### src/rtl/msg_tx_pkg.sv
// Shared types and constants for the message transmit scheduler.
// Holds the FSM state enum, header field layout, output-buffer entry and header builder.
// Header word: {SYNC[15:12], SRC[11:9], PAR[8], LEN[7:0]}.
package msg_tx_pkg;

    typedef enum logic [2:0] {
        S_IDLE,
        S_START,
        S_SETTLE,
        S_HDR,
        S_DATA,
        S_DRAIN
    } state_t;

    localparam int          HDR_SYNC_LSB = 12;
    localparam int          HDR_SRC_LSB  = 9;
    localparam int          HDR_PAR_BIT  = 8;
    localparam int          HDR_LEN_LSB  = 0;
    localparam logic [3:0]  DEF_SYNC     = 4'hA;
    localparam logic [7:0]  MAX_LEN      = 8'd254;

    // One output-buffer entry.
    typedef struct packed {
        logic        eop;
        logic        sop;
        logic [15:0] dat;
    } obuf_t;

    function automatic logic [15:0] make_hdr(input logic [3:0] sync,
                                             input logic [2:0] src,
                                             input logic       par,
                                             input logic [7:0] len);
        logic [15:0] h;
        h = '0;
        h[HDR_SYNC_LSB +: 4] = sync;
        h[HDR_SRC_LSB  +: 3] = src;
        h[HDR_PAR_BIT]       = par;
        h[HDR_LEN_LSB  +: 8] = len;
        return h;
    endfunction

endpackage

### src/rtl/msg_tx_scheduler_if.sv
// Bundle of the scheduler's source-side handshake and downstream stream.
// master: scheduler side (drives MSG_START, RD_REQ, out_*); slave: sources + sink.
// Source i uses MSG_LEN[8i+7:8i] and FIFO_Q[16i+15:16i]; FIFO_Q is valid 1 cycle after RD_REQ.
interface msg_tx_scheduler_if #(parameter int N = 4);
    import msg_tx_pkg::*;

    logic [N-1:0]    GFM;
    logic [8*N-1:0]  MSG_LEN;
    logic [N-1:0]    PARITY;
    logic [16*N-1:0] FIFO_Q;
    logic [N-1:0]    MSG_START;
    logic [N-1:0]    RD_REQ;
    logic [15:0]     out_data;
    logic            out_valid;
    logic            out_ready;
    logic            out_sop;
    logic            out_eop;

    modport master (
        input  GFM, MSG_LEN, PARITY, FIFO_Q, out_ready,
        output MSG_START, RD_REQ, out_data, out_valid, out_sop, out_eop
    );

    modport slave (
        output GFM, MSG_LEN, PARITY, FIFO_Q, out_ready,
        input  MSG_START, RD_REQ, out_data, out_valid, out_sop, out_eop
    );

endinterface

### src/rtl/msg_tx_scheduler_rr_arbiter.sv
// Round-robin pick of the first request at or after ptr, wrapping at N.
// Purely combinational; ports: req/ptr in, one-hot gnt, binary idx, any-request flag out.
// No backpressure: the caller decides when to take the grant.
module rr_arbiter #(
    parameter int N = 4
) (
    input  logic [N-1:0] req,
    input  logic [2:0]   ptr,
    output logic [N-1:0] gnt,
    output logic [2:0]   idx,
    output logic         any
);

    always_comb begin
        gnt = '0;
        idx = '0;
        any = 1'b0;
        for (int i = 0; i < N; i++) begin
            if (!any && req[(int'(ptr) + i) % N]) begin
                any                       = 1'b1;
                gnt[(int'(ptr) + i) % N]  = 1'b1;
                idx                       = 3'((int'(ptr) + i) % N);
            end
        end
    end

endmodule

### src/rtl/msg_tx_scheduler.sv
// Drains completed messages from N sources round-robin onto one 16-bit stream (header + payload).
// Latency: GFM -> MSG_START +1 cycle, header valid +3+SETTLE_CYC; RD_REQ -> word in buffer 2 cycles.
// Backpressure: 2-entry output buffer; reads are only issued while buffer + inflight stays <= 2.
module msg_tx_scheduler
    import msg_tx_pkg::*;
#(
    parameter int         N          = 4,
    parameter int         SETTLE_CYC = 4,
    parameter logic [3:0] SYNC       = DEF_SYNC
) (
    input  logic                  CLK,
    input  logic                  RST,
    msg_tx_scheduler_if.master    bus,
    output logic                  busy
);

    state_t        state, state_nxt;
    logic [2:0]    ptr;
    logic [2:0]    src;
    logic [N-1:0]  src_oh;
    logic [7:0]    len;
    logic          par;
    logic [7:0]    issued;
    logic [7:0]    settle_cnt;

    // Read pipeline: one stage between RD_REQ and the FIFO_Q word being pushed.
    logic          rd_v;
    logic          rd_eop;

    obuf_t         obuf_mem [2];
    logic          obuf_wp, obuf_rp;
    logic [1:0]    obuf_cnt;
    obuf_t         obuf_head;
    logic          obuf_vld;
    logic          pop;
    logic          push;
    obuf_t         push_ent;

    logic [N-1:0]  arb_gnt;
    logic [2:0]    arb_idx;
    logic          arb_any;

    logic          hdr_push;
    logic          rd_fire;
    logic [2:0]    credit_used;
    logic [2:0]    credit_lim;
    logic [7:0]    src_len;

    rr_arbiter #(.N(N)) u_arb (
        .req (bus.GFM),
        .ptr (ptr),
        .gnt (arb_gnt),
        .idx (arb_idx),
        .any (arb_any)
    );

    assign src_len = bus.MSG_LEN[int'(src)*8 +: 8];

    assign obuf_vld = (obuf_cnt != 2'd0);
    assign pop      = obuf_vld && bus.out_ready;

    // The word leaving this cycle frees a slot, so it is credited here; this keeps
    // 1 word/cycle with ready held high while buffer + inflight never exceeds 2.
    assign credit_used = {1'b0, obuf_cnt} + {2'b0, rd_v};
    assign credit_lim  = 3'd2 + {2'b0, pop};

    always_ff @(posedge CLK or negedge RST) begin
        if (!RST) state <= S_IDLE;
        else      state <= state_nxt;
    end

    always_comb begin
        state_nxt     = state;
        hdr_push      = 1'b0;
        rd_fire       = 1'b0;
        bus.MSG_START = '0;
        bus.RD_REQ    = '0;
        busy          = (state != S_IDLE);
        case (state)
            S_IDLE:   if (arb_any) state_nxt = S_START;
            S_START: begin
                bus.MSG_START = src_oh;
                state_nxt     = S_SETTLE;
            end
            S_SETTLE: if (settle_cnt == 8'(SETTLE_CYC - 1)) state_nxt = S_HDR;
            S_HDR: begin
                hdr_push  = 1'b1;
                state_nxt = (len == 8'd0) ? S_DRAIN : S_DATA;
            end
            S_DATA: begin
                rd_fire    = (issued < len) && (credit_used < credit_lim);
                bus.RD_REQ = rd_fire ? src_oh : '0;
                if (issued == len) state_nxt = S_DRAIN;
            end
            S_DRAIN:  if (!obuf_vld && !rd_v) state_nxt = S_IDLE;
            default:  state_nxt = S_IDLE;
        endcase
    end

    always_ff @(posedge CLK or negedge RST) begin
        if (!RST) begin
            ptr        <= '0;
            src        <= '0;
            src_oh     <= '0;
            len        <= '0;
            par        <= 1'b0;
            issued     <= '0;
            settle_cnt <= '0;
            rd_v       <= 1'b0;
            rd_eop     <= 1'b0;
        end else begin
            rd_v   <= rd_fire;
            rd_eop <= rd_fire && (issued == len - 8'd1);
            if (rd_fire) issued <= issued + 8'd1;
            case (state)
                S_IDLE: if (arb_any) begin
                    src    <= arb_idx;
                    src_oh <= arb_gnt;
                end
                S_START: begin
                    issued     <= '0;
                    settle_cnt <= '0;
                end
                S_SETTLE: begin
                    settle_cnt <= settle_cnt + 8'd1;
                    // The source latched its length on the MSG_START edge.
                    if (settle_cnt == 8'd0) begin
                        len <= (src_len > MAX_LEN) ? MAX_LEN : src_len;
                        par <= bus.PARITY[src];
                    end
                end
                S_DRAIN: if (state_nxt == S_IDLE)
                    ptr <= (src == 3'(N - 1)) ? 3'd0 : src + 3'd1;
                default: ;
            endcase
        end
    end

    // Header and read returns never overlap: the pipe is empty while in HDR.
    assign push = hdr_push || rd_v;
    always_comb begin
        push_ent = '0;
        if (hdr_push) begin
            push_ent.dat = make_hdr(SYNC, src, par, len);
            push_ent.sop = 1'b1;
            push_ent.eop = (len == 8'd0);
        end else begin
            push_ent.dat = bus.FIFO_Q[int'(src)*16 +: 16];
            push_ent.eop = rd_eop;
        end
    end

    always_ff @(posedge CLK or negedge RST) begin
        if (!RST) begin
            obuf_mem[0] <= '0;
            obuf_mem[1] <= '0;
            obuf_wp     <= 1'b0;
            obuf_rp     <= 1'b0;
            obuf_cnt    <= '0;
        end else begin
            if (push) begin
                obuf_mem[obuf_wp] <= push_ent;
                obuf_wp           <= ~obuf_wp;
            end
            if (pop) obuf_rp <= ~obuf_rp;
            obuf_cnt <= obuf_cnt + {1'b0, push} - {1'b0, pop};
        end
    end

    assign obuf_head     = obuf_vld ? obuf_mem[obuf_rp] : '0;
    assign bus.out_valid = obuf_vld;
    assign bus.out_data  = obuf_head.dat;
    assign bus.out_sop   = obuf_head.sop;
    assign bus.out_eop   = obuf_head.eop;

endmodule
### src/flat_wrapper.sv
// flat-port wrapper written by rule: the top's interface ports become plain ports
module msg_tx_scheduler_flat import msg_tx_pkg::*;
#(
    parameter int         N          = 4,
    parameter int         SETTLE_CYC = 4,
    parameter logic [3:0] SYNC       = DEF_SYNC
)
  (CLK, RST, busy, bus_GFM, bus_MSG_LEN, bus_PARITY, bus_FIFO_Q, bus_out_ready, bus_MSG_START, bus_RD_REQ, bus_out_data, bus_out_valid, bus_out_sop, bus_out_eop);
  msg_tx_scheduler_if #(.N(N)) bus_i ();
  input  logic CLK;
  input  logic RST;
  output logic busy;
  input wire logic [$bits(bus_i.GFM)-1:0] bus_GFM;
  input wire logic [$bits(bus_i.MSG_LEN)-1:0] bus_MSG_LEN;
  input wire logic [$bits(bus_i.PARITY)-1:0] bus_PARITY;
  input wire logic [$bits(bus_i.FIFO_Q)-1:0] bus_FIFO_Q;
  input wire logic [$bits(bus_i.out_ready)-1:0] bus_out_ready;
  output wire logic [$bits(bus_i.MSG_START)-1:0] bus_MSG_START;
  output wire logic [$bits(bus_i.RD_REQ)-1:0] bus_RD_REQ;
  output wire logic [$bits(bus_i.out_data)-1:0] bus_out_data;
  output wire logic [$bits(bus_i.out_valid)-1:0] bus_out_valid;
  output wire logic [$bits(bus_i.out_sop)-1:0] bus_out_sop;
  output wire logic [$bits(bus_i.out_eop)-1:0] bus_out_eop;
  assign bus_i.GFM = bus_GFM;
  assign bus_i.MSG_LEN = bus_MSG_LEN;
  assign bus_i.PARITY = bus_PARITY;
  assign bus_i.FIFO_Q = bus_FIFO_Q;
  assign bus_i.out_ready = bus_out_ready;
  assign bus_MSG_START = bus_i.MSG_START;
  assign bus_RD_REQ = bus_i.RD_REQ;
  assign bus_out_data = bus_i.out_data;
  assign bus_out_valid = bus_i.out_valid;
  assign bus_out_sop = bus_i.out_sop;
  assign bus_out_eop = bus_i.out_eop;
  msg_tx_scheduler #(.N(N), .SETTLE_CYC(SETTLE_CYC), .SYNC(SYNC)) u_core (.CLK(CLK), .RST(RST), .bus(bus_i), .busy(busy));
endmodule
### config.mk
export PLATFORM = sky130hd
export DESIGN_NAME = msg_tx_scheduler_flat
export DESIGN_NICKNAME = d
export VERILOG_FILES = /design/src/rtl/msg_tx_pkg.sv /design/src/rtl/msg_tx_scheduler_if.sv /design/src/rtl/msg_tx_scheduler_rr_arbiter.sv /design/src/rtl/msg_tx_scheduler.sv /design/src/flat_wrapper.sv
export SDC_FILE = /design/constraint.sdc
export NUM_CORES = 1
export LEC_CHECK = 0
export ABC_AREA = 0
export BUFFER_PORTS_ARGS = -buffer_cell sky130_fd_sc_hd__buf_2
export CORE_MARGIN = 2
export CORE_UTILIZATION = 58
export DETAILED_ROUTE_END_ITERATION = 16
export GPL_TIMING_DRIVEN = 0
export PLACE_DENSITY = 0.95
export SLEW_MARGIN = 0
export SYNTH_ARGS = -nofsm -noshare
export SYNTH_HDL_FRONTEND = slang
export SYNTH_SLANG_ARGS = --single-unit
### constraint.sdc
create_clock -name CLK -period 8.3 [get_ports CLK]
set_input_delay 0.415 -clock CLK [delete_from_list [all_inputs] [get_ports CLK]]
set_output_delay 0.415 -clock CLK [all_outputs]
set_load 0.02 [all_outputs]
# Yosys cells after proc, flatten, opt, wreduce, memory -nomap -nowiden
# Index checks and enable logic that the tools add are counted.
# word_totals
in_bits	107
wordCells	157
ff_bits	79
out_inout_bits	28
# classes
reduce_logical	32
bitwise	10
n_shift	2
n_eq_ne	9
add_sub_neg	11
n_lt_le_gt_ge	15
mux	59
# op_table
op	n
$mux 18	5
$shiftx 64x8->16	1
$bwmux 36	1
$shiftx 32x7->8	1
$mux 4	7
$mux 8	3
$mux 1	21
$mux 3	7
$demux 18 s1	1
$pmux 3 s6	1
$add 8x1->8 const B	2
$eq 8x8->1	2
$logic_not 8->1	2
$mux 16	1
$pmux 8 s2	1
$logic_and 1x1->1	12
$lt 3x4->1 const B	3
$or 4x4->4	3
$bmux 1 s2	5
$eq 3x2->1 const B	3
$ge 3x1->1 const B	3
$demux 1 s2	4
$eq 8x2->1 const B	1
$gt 8x8->1 const B	1
other kinds (27)	47

# Logic depth before layout (Yosys ltp)
# Gate-level depths: netlist of run 1.
# logic_depth
word_depth	18
ltp_mapped	11
depth_no_buf	7

# Cells and area by module
# Synthesis of run 1 repeated with hierarchy kept, for this count alone.
# unflattened
cells_unflattened	522
area_unflattened_um2	5243.8
# by_module_without_submodules
module	cells_each	seq_area_each_um2	area_each_um2	instances
msg_tx_scheduler	475	2001.9	4813.4	1
rr_arbiter	47	0.0	430.4	1

# Worst setup path before layout of run 1
# No wires, ideal clock.
# synth_path
path_type	reg-to-reg
start	register u_core.ptr[0]
end	register u_core.state[0]
required_time_ns	8.166
setup_time_ns	0.134
n_path_buf	4
path_slack_ns	5.478
path_stages_with_launch	11
arrival_time_ns	2.689
period_less_slack_ns	2.822
cell_sequence	dfrtp_1 buf_2 clkbuf_1 inv_1 ha_1 clkbuf_1 mux4_2 nor2_1 a21oi_1 buf_2 nand4b_1
# synth_between
elab_chain_cells	14
elab_cells_between_ends	26
cone_classes	3 x add/sub; 17 x mux; 6 x reduce/logical
# synth_lines
element	line	text
from (decl)	msg_tx_scheduler.sv:18	logic [2:0] ptr;
from (signal assigned)	msg_tx_scheduler.sv:133	ptr <= (src == 3'(N - 1)) ? 3'd0 : src + 3'd1;
$add 2x1->2 or $bmux 1 s2 (tied branches)	msg_tx_scheduler_rr_arbiter.sv:19	if (!any && req[(int'(ptr) + i) % N]) begin
$bmux 1 s2 or $mux 1 (tied branches)	msg_tx_scheduler_rr_arbiter.sv:19	
$mux 1 (not written as such)	msg_tx_scheduler_rr_arbiter.sv:19	
$mux 1 (not written as such) or $logic_not 1->1 (tied branches)	msg_tx_scheduler_rr_arbiter.sv:19	
$logic_and 1x1->1	msg_tx_scheduler_rr_arbiter.sv:19	
$mux 1	msg_tx_scheduler_rr_arbiter.sv:19	
$logic_not 1->1	msg_tx_scheduler_rr_arbiter.sv:19	
$logic_and 1x1->1	msg_tx_scheduler_rr_arbiter.sv:19	
$mux 1	msg_tx_scheduler_rr_arbiter.sv:19	
$logic_not 1->1	msg_tx_scheduler_rr_arbiter.sv:19	
$logic_and 1x1->1	msg_tx_scheduler_rr_arbiter.sv:19	
$mux 1 (*)	msg_tx_scheduler_rr_arbiter.sv:19	
$mux 3 (*)	msg_tx_scheduler.sv:80	S_IDLE: if (arb_any) state_nxt = S_START;
$pmux 3 s6 (*)	msg_tx_scheduler.sv:79	case (state)
net u_core.state_nxt[0]	msg_tx_scheduler.sv:17	state_t state, state_nxt;
to (signal assigned)	msg_tx_scheduler.sv:69	else state <= state_nxt;
to (decl)	msg_tx_scheduler.sv:17	
# Mark *: on every way through the listed nets, which the timed path passes. The rest lies on a longest branch. The select of a mux whose other input is x is not followed.
# A chain may end at the register's enable or synchronous reset.

# Final worst setup path of run 1
# layout_path
start	register u_core.ptr[0]
end	register u_core.src_oh[0]
# layout_between
elab_chain_cells	13
elab_cells_between_ends	58
cone_classes	3 x add/sub; 8 x order compare; 27 x mux; 6 x bitwise; 14 x reduce/logical
# layout_lines
element	line	text
$add 2x1->2 or $bmux 1 s2 (tied branches)	msg_tx_scheduler_rr_arbiter.sv:19, msg_tx_scheduler_rr_arbiter.sv:21	
$reduce_or 2->1 (no line), or another cell as far along	n/a	
$and 1x1->1 (no line) or $mux 1 (tied branches)	n/a	
$lt 3x4->1 (not written as such), or another cell as far along	msg_tx_scheduler_rr_arbiter.sv:21	gnt[(int'(ptr) + i) % N] = 1'b1;
$logic_and 1x1->1 (on tied branches)	msg_tx_scheduler_rr_arbiter.sv:21, msg_tx_scheduler_rr_arbiter.sv:19	
$mux 1 (on tied branches)	msg_tx_scheduler_rr_arbiter.sv:21, msg_tx_scheduler_rr_arbiter.sv:19	
$demux 1 s2 or $logic_not 1->1 (tied branches)	msg_tx_scheduler_rr_arbiter.sv:21, msg_tx_scheduler_rr_arbiter.sv:19	
$or 4x4->4 (no line) or $logic_and 1x1->1 (tied branches)	n/a	
$mux 4 or $mux 1 (tied branches)	msg_tx_scheduler_rr_arbiter.sv:19	
$or 4x4->4 (no line) or $logic_not 1->1 (tied branches)	n/a	
$mux 4 or $logic_and 1x1->1 (tied branches)	msg_tx_scheduler_rr_arbiter.sv:19	
$or 4x4->4 (no line) or $mux 1 (tied branches)	n/a	
$mux 4 or $reduce_and 2->1 (tied branches)	n/a	
to (signal assigned)	msg_tx_scheduler.sv:118	src_oh <= arb_gnt;
to (decl)	msg_tx_scheduler.sv:20	logic [N-1:0] src_oh;
# Several ways; a longest one is shown, not always the timed one. The select of a mux whose other input is x is not followed.

==> impl_results.md, run 1 <==
- Post-route DRC violation count: 0
- Nets: 815
- Vias: 5,112
- Routed len/inst: 18.7 µm
- Clock Pin Slew Worst Setup and Hold Paths: 0.08 ns
- Die span in y: 98.6 µm
- Layout cells sized above 1: 0.284
- Critical path's largest stage delay: 0.65 ns
- Sequential-to-total area share from yosys stat: 0.376
- Yosys top cell area share: 0.376
- Hold buffer count at cts: 0
- Initial antenna violation count: 1
- Top post-synthesis cells by area: dfrtp_1, mux4_2, mux2i_1
- PD cells: 358 nW/µm²
- # Max-Cap Violations: 0
- Post-Synthesis Cell Area: 5190 µm²
- PortBufs: 133
- Initial Util: 0.595
- CTS Buffer Depth: 2
- EDFF count, synth: 0
- Peak VDD IR: 256 µV
- First-pass GRT wire length: 24,300 µm
- GRT Resource Usage Total: 0.313
- Grt ovf: 0
- Worst path slowest cell: mux4_2
- Fmax: 291 MHz
- Startpoint types: register
- Die width: 98.6 µm
- Leading area contributor after synthesis: dfrtp_1
- Main combinational cell family by area after synthesis: multiplexers
- Fin. max-slew vios: 0
- Core box area: 8720 µm²
- Synth Net Count: 670
- Pin count of the biggest net entering global routing: 79
- Vias/cell: 6.40
- Relative slew slack: 0.348
- Synth Area in XOR/XNOR: 0.0219
- Period utilization: 0.414
- Final GP Congestion: 0.902
- Synth async-reset ratio: 1.00
- Setup CP Type: reg2reg
- Worst hold slack: 0.0527 ns
- Post-synthesis mux area share: 0.200
- Buf+Inv Stages, Crit Path: 5
- Clock Latency Late Sink: 0.37 ns
- Die Area: 9720 µm²
- Dpl hpwl: 11,000 µm
- Post-synth cell types: 52
- Post-cts gate resize count: 0
- Rows: 34
- Leak: 0.00302 µW
- Number of synthesized register bits: 78
- Fillers: 574
- Total wire length: 14,900 µm
- Total power draw: 2230 µW
- Simple-gate share of the synthesized area: 0.178
- Final min period: 3.44 ns
- Worst setup EP type: register
- H-tree levels: 3
- Initial DRC count: 606
- IO Count: 135
- Crit path max-delay family: buffers and inverters
- Top_reg_cell synth: dfrtp_1
- CTS root buf: clkbuf_8
- Final Setup Violations: 0
- Cells after Synth: 541
- RSZ-0062 raised after global routing: false
- Data required, critical path: 8.53 ns
- Setup tns final: 0 ns
- Final ANT Viol Nets: 0
- Synth Area in Compound Gates: 0.125
- Crit-path max FO: 10
- CP Data Arrival Time: 3.67 ns
- Critical Path, Cell by Cell: buf_2, clkbuf_1, inv_1, ha_1, clkbuf_1, mux4_2, nor2_1, a21oi_1, buf_2, nor2_1, a31oi_1
- Outcome: finished clean
- Post-Syn Area per Cell: 9.60 µm²
- Clk_skew: 0.00911 ns
- CTS buffer count: 9
- Pre-antenna DRT Iters: 6
- Final Hold Vio Count: 0
- Vias in the first global route: 5,108
- Post-CTS setup buffer count: 0
- Least-Margin Pin Slew: 0.978 ns
- TritonCTS Sinks: 78
- Post-Synth Adder-Cell Area: 0.0530
- Hold WC Path Type: in2async
- Area Overhead vs Synth: 20.1%
- Synthesis warning total: 0
- CTS tree: built
-- Yosys cell counts, types with 5 or more instances --
library cell,instances
xnor2_1,11
a31oi_1,5
o31ai_1,6
dfrtp_1,78
inv_1,24
buf_2,5
nor2_1,46
nand4_1,8
o21ai_0,44
nor3_1,5
ha_1,22
nor4_1,5
mux2i_1,33
and3_1,11
nor2b_1,6
nand3_1,13
mux4_2,27
nand2_1,65
or4_1,5
a21oi_1,22
mux2_2,9
clkbuf_1,32
o21ai_1,8
a22o_1,5
-- final cells by class --
type / count / area [µm²] / area share
Multi-Input combinational cell: 401 / 3000 / 0.481
Antenna cell: 1 / 2.50 / 0.000401
Buffer: 38 / 149 / 0.0239
Timing Repair Buffer: 134 / 696 / 0.112
Sequential cell: 78 / 1950 / 0.313
Clock buffer: 9 / 124 / 0.0199
Tap cell: 108 / 135 / 0.0217
Inverter: 24 / 90.1 / 0.0144
Clock inverter: 6 / 86.3 / 0.0138
-- metrics by stage --
step                setup WS [ns]  cells   util  instance area [µm²]
global route                 4.57    799  0.715                 6240
detailed placement           4.99    783  0.691                 6020
floorplan                    5.48    541      -                 5190
CTS                          4.94    798  0.715                 6230
global placement             5.20    782  0.687                 5990
finish                       4.86    799  0.715                 6240
-- path summary, 6_finish.rpt --
path                                                   end  slack, ns                            start  cells past startpoint
setup / recovery              u_core.src_oh[0]$_DFFE_PN0P_       4.86        u_core.ptr[0]$_DFFE_PN0P_                     11
min in group CLK                u_core.obuf_rp$_DFFE_PN0P_       0.41                    bus_out_ready                      3
hold reg to reg            u_core.obuf_mem[25]$_DFFE_PN0P_       0.49  u_core.obuf_mem[25]$_DFFE_PN0P_                      2
max in group asynchronous        u_core.src[1]$_DFFE_PN0P_       7.95                              RST                      2
hold / removal             u_core.obuf_mem[23]$_DFFE_PN0P_       0.05                              RST                      2
setup reg to reg              u_core.src_oh[0]$_DFFE_PN0P_       4.86        u_core.ptr[0]$_DFFE_PN0P_                     11
-- worst reg2reg max path, cell delays in order, from the launching register on --
cell      delay (ns)
dfrtp_1         0.39
buf_2           0.25
clkbuf_1        0.37
inv_1           0.18
ha_1            0.33
clkbuf_1        0.35
mux4_2          0.65
nor2_1          0.18
a21oi_1         0.15
buf_2           0.22
nor2_1          0.17
a31oi_1         0.08
-- registers in the layout, summed over array words and instances, names as in the netlist --
| register | flops |
|---|---|
| u_core.len | 8 |
| u_core.obuf_rp | 1 |
| u_core.obuf_wp | 1 |
| u_core.obuf_cnt | 2 |
| u_core.issued | 8 |
| u_core.state | 3 |
| u_core.rd_eop | 1 |
| u_core.settle_cnt | 8 |
| u_core.obuf_mem | 36 |
| u_core.src | 2 |
| u_core.ptr | 2 |
| u_core.rd_v | 1 |
| u_core.src_oh | 4 |
| u_core.par | 1 |
-- per-layer routing --
layer / vias up / GRT usage / part of all wire
li1: 2261 / - / -
met5: - / 0 / 0
met4: 0 / 0.159 / 0.047
met3: 82 / 0.0652 / 0.085
met2: 333 / 0.517 / 0.49
met1: 2436 / 0.391 / 0.37
-- cell families after synthesis --
kind of cell / count (synthesis)
DFF: 78
muxes: 69
adders and majority gates: 22
xor gates and xnor gates: 13
and+or+nand+nor: 188
AOI/OAI and AO/OA: 109
buffers and inverters: 62
-- cells in the final DEF, fill, tap and decap left out, drive strengths merged, types with 2 or more instances in the layout --
| master | count |
|---|---|
| a21o | 2 |
| a21oi | 22 |
| a22o | 5 |
| a31o | 2 |
| a31oi | 5 |
| and3 | 11 |
| and3b | 3 |
| and4 | 4 |
| buf | 140 |
| bufinv | 2 |
| clkbuf | 41 |
| clkinv | 2 |
| dfrtp | 78 |
| ha | 22 |
| inv | 25 |
| mux2 | 9 |
| mux2i | 33 |
| mux4 | 27 |
| nand2 | 65 |
| nand2b | 3 |
| nand3 | 13 |
| nand4 | 8 |
| nor2 | 46 |
| nor2b | 6 |
| nor3 | 6 |
| nor3b | 4 |
| nor4 | 5 |
| o211ai | 3 |
| o21ai | 52 |
| o221ai | 2 |
| o31ai | 6 |
| o32ai | 2 |
| or3 | 2 |
| or3b | 2 |
| or4 | 5 |
| xnor2 | 11 |
| xor2 | 2 |
-- report_power, final --
part | internal (µW) | switching (µW) | total (µW)
logic | 509 | 753 | 1260
registers | 532 | 128 | 660
clock network | 168 | 144 | 312
total | 1210 | 1030 | 2230
Note: power is estimated with default switching activity, not from simulation.
==> inputs of run 2 (changes only) <==
--- a/config.mk
+++ b/config.mk
@@ -8,10 +8,10 @@
 export ABC_AREA = 0
 export BUFFER_PORTS_ARGS = -buffer_cell sky130_fd_sc_hd__buf_2
 export CORE_MARGIN = 2
-export CORE_UTILIZATION = 58
+export CORE_UTILIZATION = 49
 export DETAILED_ROUTE_END_ITERATION = 16
 export GPL_TIMING_DRIVEN = 0
-export PLACE_DENSITY = 0.95
+export PLACE_DENSITY = 0.9
 export SLEW_MARGIN = 0
 export SYNTH_ARGS = -nofsm -noshare
 export SYNTH_HDL_FRONTEND = slang
==> constraint.sdc (replaced) <==
create_clock -name CLK -period 2.9 [get_ports CLK]
set_input_delay 0.145 -clock CLK [delete_from_list [all_inputs] [get_ports CLK]]
set_output_delay 0.145 -clock CLK [all_outputs]
set_load 0.02 [all_outputs]
==> impl_results.md, run 2 (synthesis results as in run 1) <==
- Outcome: finished clean
- N_diodes: 0 (-1)
- RSZ-0062 raised after global routing: false
- IO Count: 135 (unchanged)
- Vias/cell: 6.02 (-5.9%)
- PortBufs: 133 (unchanged)
- Sw Ratio: 0.447 (-0.0116)
- Final Hold Vio Count: 0 (unchanged)
- Startpoint types: register
- Post-route DRC violation count: 0 (unchanged)
- Period utilization: 0.944 (+0.530)
- Clk_skew: 0.0116 ns (+0.00244 ns)
- Final ANT Viol Nets: 0 (unchanged)
- Final min period: 2.74 ns (-0.700 ns)
- Fmax: 365 MHz (+26%)
- Area Overhead vs Synth: 22.0%
- H-tree levels: 3 (unchanged)
- Largest register FFs: 36 (unchanged)
- Setup CP Type: reg2reg
- Commonest non-fill, non-tap cell in the layout: buf_2
- Total wire length: 14,700 µm (-1.4%)
- Hold path cells: 3
- Clock Power Share: 0.150 (+0.010)
- CTS root buf: clkbuf_8
- CTS tree: built
- Vias in the first global route: 5,070 (-0.74%)
- Worst setup EP type: register
- First-pass GRT wire length: 23,700 µm (-2.5%)
- Peak VDD IR: 524 µV (+100%)
- PD cells: 1030 nW/µm² (+190%)
- Comb pwr share: 0.559 (-0.006)
- GRT Resource Usage Total: 0.262 (-0.0503)
- Layout cells sized above 1: 0.291 (+0.00743)
- # Max-Cap Violations: 0 (unchanged)
- Relative slew slack: 0.432 (+0.0840)
- Fillers: 820 (+43%)
- Final Setup Violations: 0 (unchanged)
- Vias: 4,992 (-2.3%)
- CTS Buffer Depth: 2 (unchanged)
- Hold WC Path Type: in2reg
- Core box area: 10,300 µm² (+18%)
- Sequential power share: 0.290 (-0.005)
- TritonCTS Sinks: 78 (unchanged)
- Setup tns final: 0 ns (unchanged)
- Initial antenna violation count: 0 (-1)
- Pin count of the biggest net entering global routing: 41 (-48%)
- Clock Pin Slew Worst Setup and Hold Paths: 0.08 ns (about the same)
- Initial Util: 0.503 (-0.0924)
- Die width: 107 µm (+8.4%)
- Die Area: 11,400 µm² (+18%)
- Nets: 817 (+0.25%)
- Worst R2R Path Depth: 8 (-3)
- Pre-antenna DRT Iters: 5 (-1)
- Leak: 0.00305 µW (+1.0%)
- Post-Place Cells: 811 (+3.6%)
- Clock Latency Late Sink: 0.36 ns (about the same)
- Grt ovf: 0 (unchanged)
- Rows: 37 (+8.8%)
- Most frequent cells in the layout: buf_2, dfrtp_1, nand2_1, nor2_1, o21ai_0
- Total power draw: 6540 µW (+190%)
- Largest register by flop count: u_core.obuf_mem
- Least-Margin Pin Slew: 0.852 ns (-0.126 ns)
- Crit-path max FO: 10 (unchanged)
- CP Data Arrival Time: 2.98 ns (-0.69 ns)
- Final GP Congestion: 0.882 (-2.3%)
- Die span in y: 107 µm (+8.4%)
- Dpl hpwl: 11,000 µm (about the same)
- Fin. max-slew vios: 0 (unchanged)
- CTS buffer count: 9 (unchanged)
- Worst hold slack: 0.155 ns (+0.102 ns)
- Switch Pwr: 2920 µW (+190%)
- Routed len/inst: 17.8 µm (-5.0%)
- Cell internal pwr: 3610 µW (+200%)
- Initial DRC count: 349 (-42%)
- Non-Filler Instances: 829 (+3.8%)
- Data required, critical path: 3.14 ns (-5.39 ns)
## run 2: power groups by stage
stage	clock, µW	sequential [µW]	combinational (µW)
finish	983	1900	3650
global route	1030	1940	3980
CTS	982	1880	3570
detailed placement	0	1890	3500
global placement	0	1850	3310
floorplan	0	1780	2600
## run 2: what timing repair did
action | in CTS | in global routing
setup buffers | 0 | 2
hold buffers | 1 | 0
hold endpoints to repair | 39 | 0
resized for setup | 3 | 5
endpoints found under the setup margin | 7 | 7
## run 2: stage by stage
step                setup slack (ns)   util  cell area, µm²
CTS                           0.0142  0.610            6300
detailed placement            -0.400  0.586            6050
global placement              -0.223  0.584            6030
finish                         0.163  0.613            6330
global route                0.000569  0.613            6330
floorplan                     0.0777      -            5190
## run 2: per-layer routing
layer	GRT usage	vias to the layer above	part of all wire
li1	-	2257	-
met1	0.315	2393	0.37
met2	0.465	290	0.52
met3	0.0474	52	0.077
met4	0.106	0	0.035
met5	0	-	0
## run 2: worst paths after layout
path | startpoint | endpoint | slack, ns
worst min-delay path | bus_out_ready | u_core.obuf_rp$_DFFE_PN0P_ | 0.15
min in group asynchronous | RST | u_core.obuf_mem[14]$_DFFE_PN0P_ | 0.29
worst max-delay path | u_core.ptr[1]$_DFFE_PN0P_ | u_core.state[0]$_DFF_PN0_ | 0.16
worst max register to register | u_core.ptr[1]$_DFFE_PN0P_ | u_core.state[0]$_DFF_PN0_ | 0.16
worst min register to register | u_core.obuf_mem[22]$_DFFE_PN0P_ | u_core.obuf_mem[22]$_DFFE_PN0P_ | 0.48
max in group asynchronous | RST | u_core.ptr[0]$_DFFE_PN0P_ | 2.02
## run 2: cell type report
cell class	count	area (µm²)	area share
multi-input cells	401	3020	0.477
plain buffers	37	151	0.0239
well taps	136	170	0.0269
clock buffers	10	128	0.0202
clock inverters	6	109	0.0172
repair buffers	137	713	0.113
inverters	24	90.1	0.0142
flip-flops and latches	78	1950	0.308
## run 2: critical path, stage by stage, from the launching register on
cell and delay, ns:
dfrtp_1 0.38, clkbuf_1 0.39, inv_1 0.20, ha_4 0.38, mux4_2 0.60, nor2_2 0.16
a21oi_1 0.12, buf_2 0.20, nand4b_1 0.18
